`config.mk`:
```
export PLATFORM = sky130hd
export DESIGN_NAME = hazard_fwd_ctrl_flat
export DESIGN_NICKNAME = d
export VERILOG_FILES = /design/src/rtl/hazard_pkg.sv /design/src/rtl/hazard_fwd_ctrl_if.sv /design/src/rtl/stage_shadow_reg.sv /design/src/rtl/hazard_fwd_ctrl.sv /design/src/flat_wrapper.sv
export SDC_FILE = /design/constraint.sdc
export NUM_CORES = 1
export LEC_CHECK = 0
export CORE_MARGIN = 2
export CORE_UTILIZATION = 51
export DETAILED_ROUTE_END_ITERATION = 10
export PLACE_DENSITY = 0.83
export SLEW_MARGIN = 15
export SYNTH_ARGS = -nofsm -noshare
export SYNTH_HDL_FRONTEND = slang
export SYNTH_HIERARCHICAL = 1
export SYNTH_SLANG_ARGS = --single-unit
```
`constraint.sdc`:
```
create_clock -name clk -period 5.4 [get_ports clk]
set_clock_uncertainty 0.1 [all_clocks]
set_input_delay 1.08 -clock clk [delete_from_list [all_inputs] [get_ports clk]]
set_output_delay 1.08 -clock clk [all_outputs]
set_load 0.03 [all_outputs]
```
`src/rtl/hazard_pkg.sv`:
```
// Shared types and encodings for the hazard/forwarding controller.
package hazard_pkg;

    localparam int unsigned REG_AW = 5;
    localparam int unsigned SEL_W  = 2;

    localparam logic [SEL_W-1:0] FWD_RF   = 2'b00;
    localparam logic [SEL_W-1:0] FWD_WB   = 2'b01;
    localparam logic [SEL_W-1:0] FWD_MEM  = 2'b10;
    localparam logic [SEL_W-1:0] FWD_RSVD = 2'b11;

    typedef struct packed {
        logic              v;
        logic [REG_AW-1:0] rd;
        logic              rw;
        logic              mr;
    } shadow_t;

    // Stage holds a live register write to r (r0 excluded unless zero_en).
    function automatic logic shadow_match(shadow_t s, logic [REG_AW-1:0] r, logic zero_en);
        return s.v & s.rw & (s.rd == r) & (zero_en | (r != '0));
    endfunction

    // Operand select: youngest producer wins. A WB hit maps to the register
    // file because the register file is write-through.
    function automatic logic [SEL_W-1:0] pick_sel(shadow_t ex, shadow_t mem, shadow_t wb,
                                                  logic [REG_AW-1:0] r, logic zero_en);
        if (shadow_match(ex, r, zero_en))       return FWD_MEM;
        else if (shadow_match(mem, r, zero_en)) return FWD_WB;
        else if (shadow_match(wb, r, zero_en))  return FWD_RF;
        else                                    return FWD_RF;
    endfunction

endpackage

```
`src/rtl/hazard_fwd_ctrl_if.sv`:
```
// ID-stage request / hazard-control response bundle.
interface hazard_fwd_ctrl_if;
    import hazard_pkg::*;

    logic              id_valid;
    logic [REG_AW-1:0] id_rs1;
    logic [REG_AW-1:0] id_rs2;
    logic [REG_AW-1:0] id_rd;
    logic              id_reg_write;
    logic              id_mem_read;
    logic              ex_branch_taken;
    logic              ext_stall;
    logic [SEL_W-1:0]  fwd_a_sel;
    logic [SEL_W-1:0]  fwd_b_sel;
    logic              stall_if;
    logic              bubble_ex;
    logic              flush_id;

    modport master (
        output id_valid, id_rs1, id_rs2, id_rd, id_reg_write, id_mem_read,
               ex_branch_taken, ext_stall,
        input  fwd_a_sel, fwd_b_sel, stall_if, bubble_ex, flush_id
    );

    modport slave (
        input  id_valid, id_rs1, id_rs2, id_rd, id_reg_write, id_mem_read,
               ex_branch_taken, ext_stall,
        output fwd_a_sel, fwd_b_sel, stall_if, bubble_ex, flush_id
    );

endinterface

```
`src/rtl/stage_shadow_reg.sv`:
```
// One pipeline-stage shadow {v,rd,rw,mr}; hold beats clear, clear beats load.
module stage_shadow_reg
    import hazard_pkg::*;
(
    input  logic    clk,
    input  logic    reset,
    input  logic    hold,
    input  logic    clear,
    input  shadow_t d,
    output shadow_t q
);

    always_ff @(posedge clk or posedge reset) begin
        if (reset) begin
            q <= '0;
        end else if (!hold) begin
            if (clear) q <= '0;
            else       q <= d;
        end
    end

endmodule

```
`src/rtl/hazard_fwd_ctrl.sv`:
```
// Hazard detection and operand-forwarding select generation for the EX stage.
module hazard_fwd_ctrl
    import hazard_pkg::*;
#(
    parameter bit ZERO_FWD_EN = 1'b0
) (
    input  logic              clk,
    input  logic              reset,
    hazard_fwd_ctrl_if.slave  hif
);

    shadow_t ex_q, mem_q, wb_q;
    shadow_t ex_d, mem_d;
    logic    flush_c, load_use_c;
    logic [SEL_W-1:0] sel_a, sel_b;

    always_comb begin
        flush_c    = hif.ex_branch_taken & ~hif.ext_stall;
        load_use_c = hif.id_valid & ex_q.v & ex_q.mr &
                     (shadow_match(ex_q, hif.id_rs1, ZERO_FWD_EN) |
                      shadow_match(ex_q, hif.id_rs2, ZERO_FWD_EN));
        ex_d       = '{v: hif.id_valid, rd: hif.id_rd, rw: hif.id_reg_write, mr: hif.id_mem_read};
        mem_d      = ex_q;
        mem_d.mr   = 1'b0;
    end

    stage_shadow_reg u_ex (
        .clk   (clk),
        .reset (reset),
        .hold  (hif.ext_stall),
        .clear (flush_c | load_use_c),
        .d     (ex_d),
        .q     (ex_q)
    );

    stage_shadow_reg u_mem (
        .clk   (clk),
        .reset (reset),
        .hold  (hif.ext_stall),
        .clear (1'b0),
        .d     (mem_d),
        .q     (mem_q)
    );

    stage_shadow_reg u_wb (
        .clk   (clk),
        .reset (reset),
        .hold  (hif.ext_stall),
        .clear (1'b0),
        .d     (mem_q),
        .q     (wb_q)
    );

    // Selects are resolved while the consumer is still in ID.
    always_ff @(posedge clk or posedge reset) begin
        if (reset) begin
            sel_a <= FWD_RF;
            sel_b <= FWD_RF;
        end else if (!hif.ext_stall) begin
            if (flush_c | load_use_c) begin
                sel_a <= FWD_RF;
                sel_b <= FWD_RF;
            end else begin
                sel_a <= pick_sel(ex_q, mem_q, wb_q, hif.id_rs1, ZERO_FWD_EN);
                sel_b <= pick_sel(ex_q, mem_q, wb_q, hif.id_rs2, ZERO_FWD_EN);
            end
        end
    end

    assign hif.fwd_a_sel = sel_a;
    assign hif.fwd_b_sel = sel_b;
    assign hif.flush_id  = flush_c;
    assign hif.stall_if  = load_use_c & ~flush_c;
    assign hif.bubble_ex = load_use_c & ~flush_c;

endmodule

```
`src/flat_wrapper.sv`:
```
// flat-port wrapper written by rule: the top's interface ports become plain ports
module hazard_fwd_ctrl_flat import hazard_pkg::*;
#(
    parameter bit ZERO_FWD_EN = 1'b0
)
  (clk, reset, hif_id_valid, hif_id_rs1, hif_id_rs2, hif_id_rd, hif_id_reg_write, hif_id_mem_read, hif_ex_branch_taken, hif_ext_stall, hif_fwd_a_sel, hif_fwd_b_sel, hif_stall_if, hif_bubble_ex, hif_flush_id);
  hazard_fwd_ctrl_if hif_i ();
  input  logic clk;
  input  logic reset;
  input wire logic [$bits(hif_i.id_valid)-1:0] hif_id_valid;
  input wire logic [$bits(hif_i.id_rs1)-1:0] hif_id_rs1;
  input wire logic [$bits(hif_i.id_rs2)-1:0] hif_id_rs2;
  input wire logic [$bits(hif_i.id_rd)-1:0] hif_id_rd;
  input wire logic [$bits(hif_i.id_reg_write)-1:0] hif_id_reg_write;
  input wire logic [$bits(hif_i.id_mem_read)-1:0] hif_id_mem_read;
  input wire logic [$bits(hif_i.ex_branch_taken)-1:0] hif_ex_branch_taken;
  input wire logic [$bits(hif_i.ext_stall)-1:0] hif_ext_stall;
  output wire logic [$bits(hif_i.fwd_a_sel)-1:0] hif_fwd_a_sel;
  output wire logic [$bits(hif_i.fwd_b_sel)-1:0] hif_fwd_b_sel;
  output wire logic [$bits(hif_i.stall_if)-1:0] hif_stall_if;
  output wire logic [$bits(hif_i.bubble_ex)-1:0] hif_bubble_ex;
  output wire logic [$bits(hif_i.flush_id)-1:0] hif_flush_id;
  assign hif_i.id_valid = hif_id_valid;
  assign hif_i.id_rs1 = hif_id_rs1;
  assign hif_i.id_rs2 = hif_id_rs2;
  assign hif_i.id_rd = hif_id_rd;
  assign hif_i.id_reg_write = hif_id_reg_write;
  assign hif_i.id_mem_read = hif_id_mem_read;
  assign hif_i.ex_branch_taken = hif_ex_branch_taken;
  assign hif_i.ext_stall = hif_ext_stall;
  assign hif_fwd_a_sel = hif_i.fwd_a_sel;
  assign hif_fwd_b_sel = hif_i.fwd_b_sel;
  assign hif_stall_if = hif_i.stall_if;
  assign hif_bubble_ex = hif_i.bubble_ex;
  assign hif_flush_id = hif_i.flush_id;
  hazard_fwd_ctrl #(.ZERO_FWD_EN(ZERO_FWD_EN)) u_core (.clk(clk), .reset(reset), .hif(hif_i));
endmodule
```
==> run summary <==
Max Buffers Root-to-Sink -> 2
Most frequent cells in the layout -> clkdlybuf4s50_1, dfrtp_1, xor2_1, a22o_1
Global route overflow -> 0
Design area -> 0.00139 sq mm
Nature of the critical path startpoint -> primary input
H-tree depth -> 1
DIE AREA -> 0.00248 sq mm
Pre-Repair DR Iteration Count -> 4
Final worst slack -> 952 ps
Non-Filler Instances -> 161
Cells after DPL -> 157
Layout area overhead -> 29.7%
GRT Total Usage -> 21.4%
Number of max-cap violations -> 0
RSZ-0062 raised after global routing -> false
Worst Path Arrival -> 3270 ps
Count of final hold-check violations -> 0
Total clock sinks -> 19
Placed inst area -> 0.00136 sq mm
Largest net degree at the start of global routing -> 28
Core box area -> 0.00196 sq mm
DP HPWL -> 1920 um
Worst Hold Class -> register to register
I/O pins -> 29
Setup TNS -> 0 ps
# rows -> 16
Crit path time final -> 4450 ps
Syn_area_per_cell -> 10.3 sq um
Worst-skew pair later-pin latency -> 290 ps
Max VDD drop -> 174 uV
GPL Wtd Cong -> 0.936
Final wirelength -> 2350 um
Pre-CTS WS -> 971 ps
Register area -> 475 sq um
Starting Density -> 54.5%
Detailed-route DRC error count -> 0
Die height -> 49.8 um
Initial antenna violation count -> 0
Final Setup Violations -> 0
CP Capture Type -> primary output
Initial detailed-routing violation count -> 22
Tcrit/Tclk final -> 82.4%
Post-route antenna net violation count -> 0
Multi-input gate area -> 552 sq um
DR WL/cell -> 14.6 um
# Post-CTS Setup Buffers -> 0
First-pass GRT wire length -> 4030 um
Clock-pin slew on the worst setup and hold paths -> 110 ps
PwrDens -> 215 mW/mm^2
Max-slew violations -> 0
Post-CTS Hold Buffers -> 0
Layout Nets -> 157
Vias -> 850
Worst EP required -> 4220 ps
Post-CTS Resized -> 0
Synthesized cell area -> 0.00107 sq mm
Fmax -> 225 MHz
Num CTS Buffers -> 3
TritonCTS clock tree -> built
Ant. Diodes -> 0
Most common cell after layout, fill and taps aside -> clkdlybuf4s50_1
# port buffers -> 28
Synth warnings -> 6
Layout cells sized above 1 -> 5.97%
Vias in the first global route -> 871
Clock Tree Root -> clkbuf_4
Fillers -> 158
Lkg Pwr -> 0.617 nW
Die width -> 49.8 um
Average vias per placed instance -> 5.28
Crit path kind -> primary input to primary output
Crit-path max FO -> 4
Cells after synthesis -> 104
Outcome -> complete, no violations
[report_power, final]
group	switching, mW	total, mW	internal [mW]
combinational	0.0280	0.0621	0.0341
sequential	0.0129	0.165	0.152
clock	0.0422	0.0709	0.0287
total	0.0831	0.298	0.215
[per-stage QoR]
step / hold WS [ps] / total power [mW] / util [%]
after floorplan: 374 / 0.201 / -
after global placement: 371 / 0.226 / 69.3
after detailed placement: 373 / 0.230 / 69.3
after CTS: 400 / 0.299 / 70.7
after global routing: 417 / 0.313 / 70.7
final: 401 / 0.298 / 70.7
[per-layer routing]
| metal | global-route usage, % | vias to the layer above | share of wire (%) |
|---|---|---|---|
| li1 | - | 420 | - |
| met1 | 26.6 | 402 | 42 |
| met2 | 38.4 | 28 | 52 |
| met3 | 4.55 | 0 | 5.7 |
| met4 | 3.70 | 0 | 0 |
| met5 | 0 | - | 0 |
[flip-flops by register name, summed over array words and instances (netlist names)]
| name | count |
|---|---|
| u_core/u_mem/q | 7 |
| u_core/u_ex/q | 8 |
| u_core/hif.fwd_b_sel | 2 |
| u_core/hif.fwd_a_sel | 2 |
[layout make-up]
class	count	area share [%]
Tap cell	27	2.44
Multi-Input combinational cell	79	39.8
Timing Repair Buffer	29	20.8
Sequential cell	19	34.3
Clock buffer	4	1.90
Inverter	3	0.812
[critical path: stages]
cell and delay, ps:
clkdlybuf4s50_1 480, xor2_1 170, nor4_1 290, nand3_1 200, a21o_1 240, nor2_2 110
clkdlybuf4s50_1 700
[worst paths after layout]
path                            slack, ps                     from                 endpoint  cells after the start
worst max-delay path                  950            hif_id_rs2[4]             hif_stall_if                      7
worst min-delay path                  400  u_core/hif.fwd_b_sel[1]  u_core/hif.fwd_b_sel[1]                      2
worst max register to register       3330         u_core/u_ex/q[6]         u_core/u_ex/q[2]                      7
worst min register to register        400  u_core/hif.fwd_b_sel[1]  u_core/hif.fwd_b_sel[1]                      2
max in group asynchronous            3970                    reset         u_core/u_ex/q[4]                      2
min in group asynchronous             930                    reset  u_core/hif.fwd_b_sel[1]                      2
No activity file was read; power rests on OpenSTA's default activity.
